**src/rtl/rv_pkg.sv**
```systemverilog
// Shared types and constants for the core's bus arbitration logic.
package rv_pkg;

  typedef enum logic [1:0] {
    ARB_IDLE,
    ARB_GRANT_I,
    ARB_GRANT_D
  } arb_state_t;

  localparam logic [3:0] WB_SEL_WORD = 4'hF;

endpackage

```
**src/rtl/rv_bus_watchdog.sv**
```systemverilog
// Per-transaction bus watchdog: counts waiting cycles and flags the last one allowed.
module rv_bus_watchdog #(
  parameter int unsigned TIMEOUT_CYCLES = 255
) (
  input  logic i_clk,
  input  logic i_reset_n,
  input  logic i_run,
  input  logic i_clear,
  output logic o_expired
);

  localparam int unsigned CW = (TIMEOUT_CYCLES > 0) ? $clog2(TIMEOUT_CYCLES + 1) : 1;
  localparam logic [CW-1:0] LAST = (TIMEOUT_CYCLES > 0) ? CW'(TIMEOUT_CYCLES - 1) : '0;

  logic [CW-1:0] r_count;

  // Saturates at LAST so the count can never wrap back to zero.
  always_ff @(posedge i_clk or negedge i_reset_n) begin
    if (!i_reset_n) begin
      r_count <= '0;
    end else if (i_clear) begin
      r_count <= '0;
    end else if (i_run && (r_count != LAST)) begin
      r_count <= r_count + 1'b1;
    end
  end

  assign o_expired = (TIMEOUT_CYCLES != 0) && i_run && (r_count == LAST);

endmodule

```
**src/rtl/rv_wb_arbiter.sv**
```systemverilog
// Round-robin Wishbone classic arbiter between the fetch and load/store ports,
// with a watchdog that turns a hung slave into a port error.
module rv_wb_arbiter
  import rv_pkg::*;
#(
  parameter int unsigned TIMEOUT_CYCLES = 255
) (
  input  logic        i_clk,
  input  logic        i_reset_n,
  input  logic [31:0] i_ib_adr,
  input  logic        i_ib_stb,
  output logic [31:0] o_ib_dat,
  output logic        o_ib_ack,
  output logic        o_ib_err,
  input  logic [31:0] i_db_adr,
  input  logic [31:0] i_db_dat,
  input  logic        i_db_we,
  input  logic [3:0]  i_db_sel,
  input  logic        i_db_stb,
  output logic [31:0] o_db_dat,
  output logic        o_db_ack,
  output logic        o_db_err,
  output logic [31:0] o_wb_adr,
  output logic [31:0] o_wb_dat,
  output logic        o_wb_we,
  output logic [3:0]  o_wb_sel,
  output logic        o_wb_stb,
  output logic        o_wb_cyc,
  input  logic [31:0] i_wb_dat,
  input  logic        i_wb_ack
);

  arb_state_t r_state, state_next;
  logic       r_last_d, last_d_next;
  logic       wd_run, wd_clear, wd_expired;
  logic       timeout;

  // Read data is shared by both ports; held at zero while reset is asserted.
  assign o_ib_dat = i_reset_n ? i_wb_dat : 32'h0;
  assign o_db_dat = i_reset_n ? i_wb_dat : 32'h0;

  assign wd_clear = (r_state == ARB_IDLE);
  assign wd_run   = (r_state != ARB_IDLE) && !i_wb_ack;

  rv_bus_watchdog #(
    .TIMEOUT_CYCLES(TIMEOUT_CYCLES)
  ) u_watchdog (
    .i_clk    (i_clk),
    .i_reset_n(i_reset_n),
    .i_run    (wd_run),
    .i_clear  (wd_clear),
    .o_expired(wd_expired)
  );

  always_ff @(posedge i_clk or negedge i_reset_n) begin
    if (!i_reset_n) begin
      r_state  <= ARB_IDLE;
      r_last_d <= 1'b0;
    end else begin
      r_state  <= state_next;
      r_last_d <= last_d_next;
    end
  end

  always_comb begin
    state_next  = r_state;
    last_d_next = r_last_d;
    timeout     = 1'b0;
    o_wb_adr    = 32'h0;
    o_wb_dat    = 32'h0;
    o_wb_we     = 1'b0;
    o_wb_sel    = 4'h0;
    o_wb_stb    = 1'b0;
    o_wb_cyc    = 1'b0;
    o_ib_ack    = 1'b0;
    o_ib_err    = 1'b0;
    o_db_ack    = 1'b0;
    o_db_err    = 1'b0;

    case (r_state)
      ARB_IDLE: begin
        if (i_ib_stb && i_db_stb) begin
          state_next = r_last_d ? ARB_GRANT_I : ARB_GRANT_D;
        end else if (i_ib_stb) begin
          state_next = ARB_GRANT_I;
        end else if (i_db_stb) begin
          state_next = ARB_GRANT_D;
        end
      end

      ARB_GRANT_I: begin
        // An ack in the expiry cycle still completes the transfer.
        timeout  = wd_expired && i_ib_stb && !i_wb_ack;
        o_wb_cyc = i_ib_stb && !timeout;
        o_wb_stb = o_wb_cyc;
        o_wb_adr = {i_ib_adr[31:2], 2'b00};
        o_wb_sel = WB_SEL_WORD;
        o_ib_ack = i_wb_ack && o_wb_cyc;
        o_ib_err = timeout;
        if (!o_wb_cyc || i_wb_ack) begin
          state_next  = ARB_IDLE;
          last_d_next = 1'b0;
        end
      end

      ARB_GRANT_D: begin
        timeout  = wd_expired && i_db_stb && !i_wb_ack;
        o_wb_cyc = i_db_stb && !timeout;
        o_wb_stb = o_wb_cyc;
        o_wb_adr = {i_db_adr[31:2], 2'b00};
        o_wb_dat = i_db_dat;
        o_wb_we  = i_db_we;
        o_wb_sel = i_db_sel;
        o_db_ack = i_wb_ack && o_wb_cyc;
        o_db_err = timeout;
        if (!o_wb_cyc || i_wb_ack) begin
          state_next  = ARB_IDLE;
          last_d_next = 1'b1;
        end
      end

      default: state_next = ARB_IDLE;
    endcase
  end

endmodule
```
**config.mk**
```make
export PLATFORM = sky130hd
export DESIGN_NAME = rv_wb_arbiter
export DESIGN_NICKNAME = d
export VERILOG_FILES = /design/src/rtl/rv_pkg.sv /design/src/rtl/rv_bus_watchdog.sv /design/src/rtl/rv_wb_arbiter.sv
export SDC_FILE = /design/constraint.sdc
export NUM_CORES = 1
export LEC_CHECK = 0
export ABC_AREA = 0
export CAP_MARGIN = 10
export CORE_AREA = 2 2 107 109
export DETAILED_ROUTE_END_ITERATION = 6
export DIE_AREA = 0 0 109 111
export SLEW_MARGIN = 15
export SYNTH_ARGS = -nofsm -noshare
export SYNTH_HDL_FRONTEND = slang
export SYNTH_SLANG_ARGS = --single-unit
```
**constraint.sdc**
```tcl
create_clock -name i_clk -period 2 [get_ports i_clk]
set_clock_uncertainty 0.1 [all_clocks]
set_input_delay 0.3 -clock i_clk [delete_from_list [all_inputs] [get_ports i_clk]]
set_output_delay 0.3 -clock i_clk [all_outputs]
set_load 0.1 [all_outputs]
```
# Word level (Yosys, flattened, before mapping)
# Cells that the tools add are included.
# word_totals
output_inout_bits	139
word_cells	58
register_bits	11
# op_classes
eq_ne	7
n_addsub	1
muxes	22
n_reduce_logical	25
# op_table
cell	count
$mux 32	2
$pmux 32 s2	1
$mux 8	2
$logic_and 1x1->1	12
$mux 2	6
$add 8x1->8 const B	1
$eq 8x8->1 const B	1
$ne 8x8->1 const B	1
$pmux 4 s2	1
$mux 1	7
$pmux 2 s3	1
$reduce_and 3->1	2
$reduce_bool 2->1	3
$logic_not 1->1	5
$ne 2x2->1 const B	2
$ne 4x4->1 const B	1
$pmux 1 s2	2
$eq 2x1->1 const B	1
$eq 2x2->1 const B	1
$logic_not 2->1	1
$logic_or 1x1->1	2

# Depth between registers and ports, before layout
# logic_depth
depth_word	11
mapped_depth	7

# Modules after synthesis
# A second synthesis with hierarchy kept.
# unflattened
hier_cells	265
area_unflattened_um2	1998.2
# by_module_without_submodules
module	cells_each	area_each_um2	instances	seq_area_each_um2
rv_wb_arbiter	218	1498.9	1	75.1
rv_bus_watchdog	47	499.2	1	200.2

# Least setup slack after synthesis
# No wires, ideal clock.
# synth_timing
path_type	reg-to-output
from	register u_watchdog.r_count[0]
to	output port o_db_err
t_arrival_ps	3865
stages_incl_launch_ff	7
setup_slack_ps	-2265
cell_sequence	dfrtp_1 inv_1 ha_1 and3_1 buf_2 nand2_2 nor4_1
# synth_between
elab_chain_len	5
# synth_rtl
item	line_no	source
start, declared	rv_bus_watchdog.sv:15	logic [CW-1:0] r_count;
start signal, assigned	rv_bus_watchdog.sv:24	r_count <= r_count + 1'b1;
$eq 8x8->1	rv_bus_watchdog.sv:28	assign o_expired = (TIMEOUT_CYCLES != 0) && i_run && (r_count == LAST);
$logic_and 1x1->1	rv_bus_watchdog.sv:28	
$logic_and 1x1->1 (2 in series)	rv_wb_arbiter.sv:107	timeout = wd_expired && i_db_stb && !i_wb_ack;
$mux 1	rv_wb_arbiter.sv:80	case (r_state)
end, declared	rv_wb_arbiter.sv:22	output logic o_db_err,
# Every way passes these cells.

# Worst setup path in the final report
# layout_timing
from	register r_state[0]
to	output port o_wb_adr[28]
# layout_between
elab_chain_len	2
# layout_rtl
item	line_no	source
start, declared	rv_wb_arbiter.sv:33	arb_state_t r_state, state_next;
start signal, assigned	rv_wb_arbiter.sv:60	r_state <= state_next;
$eq 2x2->1 or $eq 2x1->1 (tied branches)	rv_wb_arbiter.sv:80	
$pmux 32 s2 *	rv_wb_arbiter.sv:80	
end, declared	rv_wb_arbiter.sv:23	output logic [31:0] o_wb_adr,
# Every way passes the cells marked *; elsewhere a longest branch is shown, timed or not.

==> metrics.txt <==
status finished, violations left; failing checks setup timing; final hold vios 0; CP endpoint kind primary output; max cap viols 0; simple-gate share of the synthesized area between 40% and 50%; CTS root buffer clkbuf_16; most common cell after layout, fill and taps aside buf_12; height of the die 111 um; Final HPWL DP slightly below 9 mm; All-Layer GR Usage a little under a fifth; DR pass1 iterations 4; hold crit path type input port to async pin; Post-Syn Area 2084 um^2; Final Max Slew Viols 0; Port Buffers between 200 and 300; DRC 0; dpl ws 43.59 ps; P&R area growth vs syn 244.7%; crit path kind register to primary output; leakage power 0.002879 uW; Initial Util a little under a fifth; layout cell share with drive strength beyond 1 about three fifths; CTS sink count 11; Clk Latency, worst-skew pair ~240 ps; Synth warnings 0; commonest non-fill, non-tap cells in the layout buf_12, clkdlybuf4s50_1, and2_2; fmax between 400 and 500 MHz; largest family of logic cells by synthesized area simple AND/OR/NAND/NOR gates; H-tree levels 1; Worst Slack Setup Final -58.69 ps; vias around 3.0k; Compound-Gate Fraction of Synth Area about a fifth; Die ar. around 12000 um^2; first-pass GRT wire length approximately 18 mm; CTS buffer count 3; Rows 39; Syn Area/Cell 7.445 um^2; CTS tree done; Hold Slack 325.6 ps; type of origin of the critical path register; # IOs between 200 and 300; Core ar. about 11000 um^2; Distinct cells, synth 40; XOR/XNOR Fraction of Synth Area 0%; antenna diode count 0; vias in the first global route 3343; drt via density approximately 4.5; total wire length roughly 12 mm; Die W 109 um; final antenna-violating net count 0; initial drt markers 142; multiplexer area fraction after synthesis between 2 and 3%; initial antenna violation count 0; global route overflow 0; Reg clk slew, reported paths approximately 40 ps; final setup vio count 50; CP Max Fanout 8; hold_buf cts 0; Required @ worst endpoint approximately 1600 ps; largest net degree at the start of global routing 44; Arr. time, crit path roughly 1700 ps; Peak VDD IR between 0.9 and 1 mV; post-synthesis cell count 280; RSZ-0062 raised after global routing yes; sequential share of the synthesized area around an eighth; GP Congestion a little over 0.8; share of the clock period used by the worst path 102.9%; post-layout min period between 2000 and 2500 ps; synthesized-area fraction occupied by adder cells approximately 3%; #FFs+latches synth 11; reg-to-reg setup timing slack ~190 ps; post-DR wirelength/cell roughly 17 um; Longest Clk Path Bufs 2; nets between 600 and 700; Cell Pwr Density about 1300 nW/um^2
-- worst paths after layout --
check                                      start               endpoint  depth (start not counted)
setup / recovery                      r_state[0]           o_wb_adr[28]                          6
hold / removal                         i_reset_n  u_watchdog.r_count[1]                          2
setup reg to reg                      r_state[1]               r_last_d                          6
hold reg to reg            u_watchdog.r_count[4]  u_watchdog.r_count[4]                          2
max in group asynchronous              i_reset_n             r_state[0]                          2
min in group i_clk         u_watchdog.r_count[4]  u_watchdog.r_count[4]                          2
-- cell usage after synthesis (all sizes together) --
master  instances  area share, %
a311o           2           0.96
nand3b          1           0.96
nand4           1           0.60
o311ai          1           0.42
nand3           2           0.48
and2           65             20
a211o           1           0.42
a221oi          4            1.7
nor3b           1           0.36
a211oi          2           0.96
a31oi           1           0.30
and4            1           0.42
nor2           10            1.8
mux2            5            2.9
ha              5            3.0
conb            1           0.18
clkbuf         14            2.5
buf            44             17
a21oi           7            1.9
nor3            2           0.48
a22o            1           0.42
and3            1           0.30
dfrtp          11             13
nand2b          2           0.60
o311a           2           0.96
a22oi          30             11
inv             7            1.3
a21bo           1           0.48
o21ai           2           0.48
nor2b          40             12
nand2           8            1.6
nor4            4            1.2
or4             1           0.36
-- cells by family after synthesis --
logic type,Yosys count
other cells,1
fa+ha+maj,5
simple gates,139
mux,5
buf+inv,65
flops,11
compound gates,54
-- critical path, cell delays in order (launching register included) --
cell and delay, ps:
dfrtp_2 380, inv_4 50, buf_6 110, ha_4 340, clkbuf_16 190, nor2b_4 160
buf_12 180
-- through the flow --
step	TNS, ps	power, uW	util [%]	std cells	area, um^2
floorplan	-1010	5512	-	281	2532
global placement	0	8107	59.36	656	6575
detailed placement	0	8179	59.36	656	6575
CTS	-681.4	9257	63.68	672	7054
global route	-4724	9849	64.86	680	7184
finish	-1659	9543	64.86	680	7184
-- per-layer routing --
metal | vias to the layer above | share of wire, % | wire length [um] | track usage [%]
met2 | 166 | 57 | 6593 | 36.89
met3 | 24 | 7.2 | 829 | 3.704
met5 | - | 0 | 0 | 0
met4 | 0 | 2.6 | 294 | 5.043
li1 | 1431 | - | - | -
met1 | 1425 | 33 | 3793 | 18.33
-- where the power goes --
| group | switching, uW | internal (uW) | leakage, uW | total [uW] |
|---|---|---|---|---|
| combinational | 5090 | 3780 | 0.00270 | 8860 |
| sequential | 45.5 | 271 | 0.000146 | 317 |
| clock | 94.4 | 267 | 0.0000382 | 362 |
-- registers in the layout (all words and copies together) (netlist names) --
name / cells
r_state: 2
u_watchdog.r_count: 8
r_last_d: 1
-- repair_timing --
action                                  4_1_cts  5_1_grt
pin swaps                                     8       12
resized for setup                            51        5
setup buffers                                 9        5
endpoints found under the setup margin       73       73
cloned                                        3        3
-- layout make-up --
cell class	count	area, um^2
repair buffers	310	4586
fillers	798	3892
multi-input cells	205	2036
flip-flops and latches	11	276.5
well taps	143	178.9
clock buffers	4	78.83
inverters	7	28.78
Note: power is estimated with default switching activity, not from simulation.
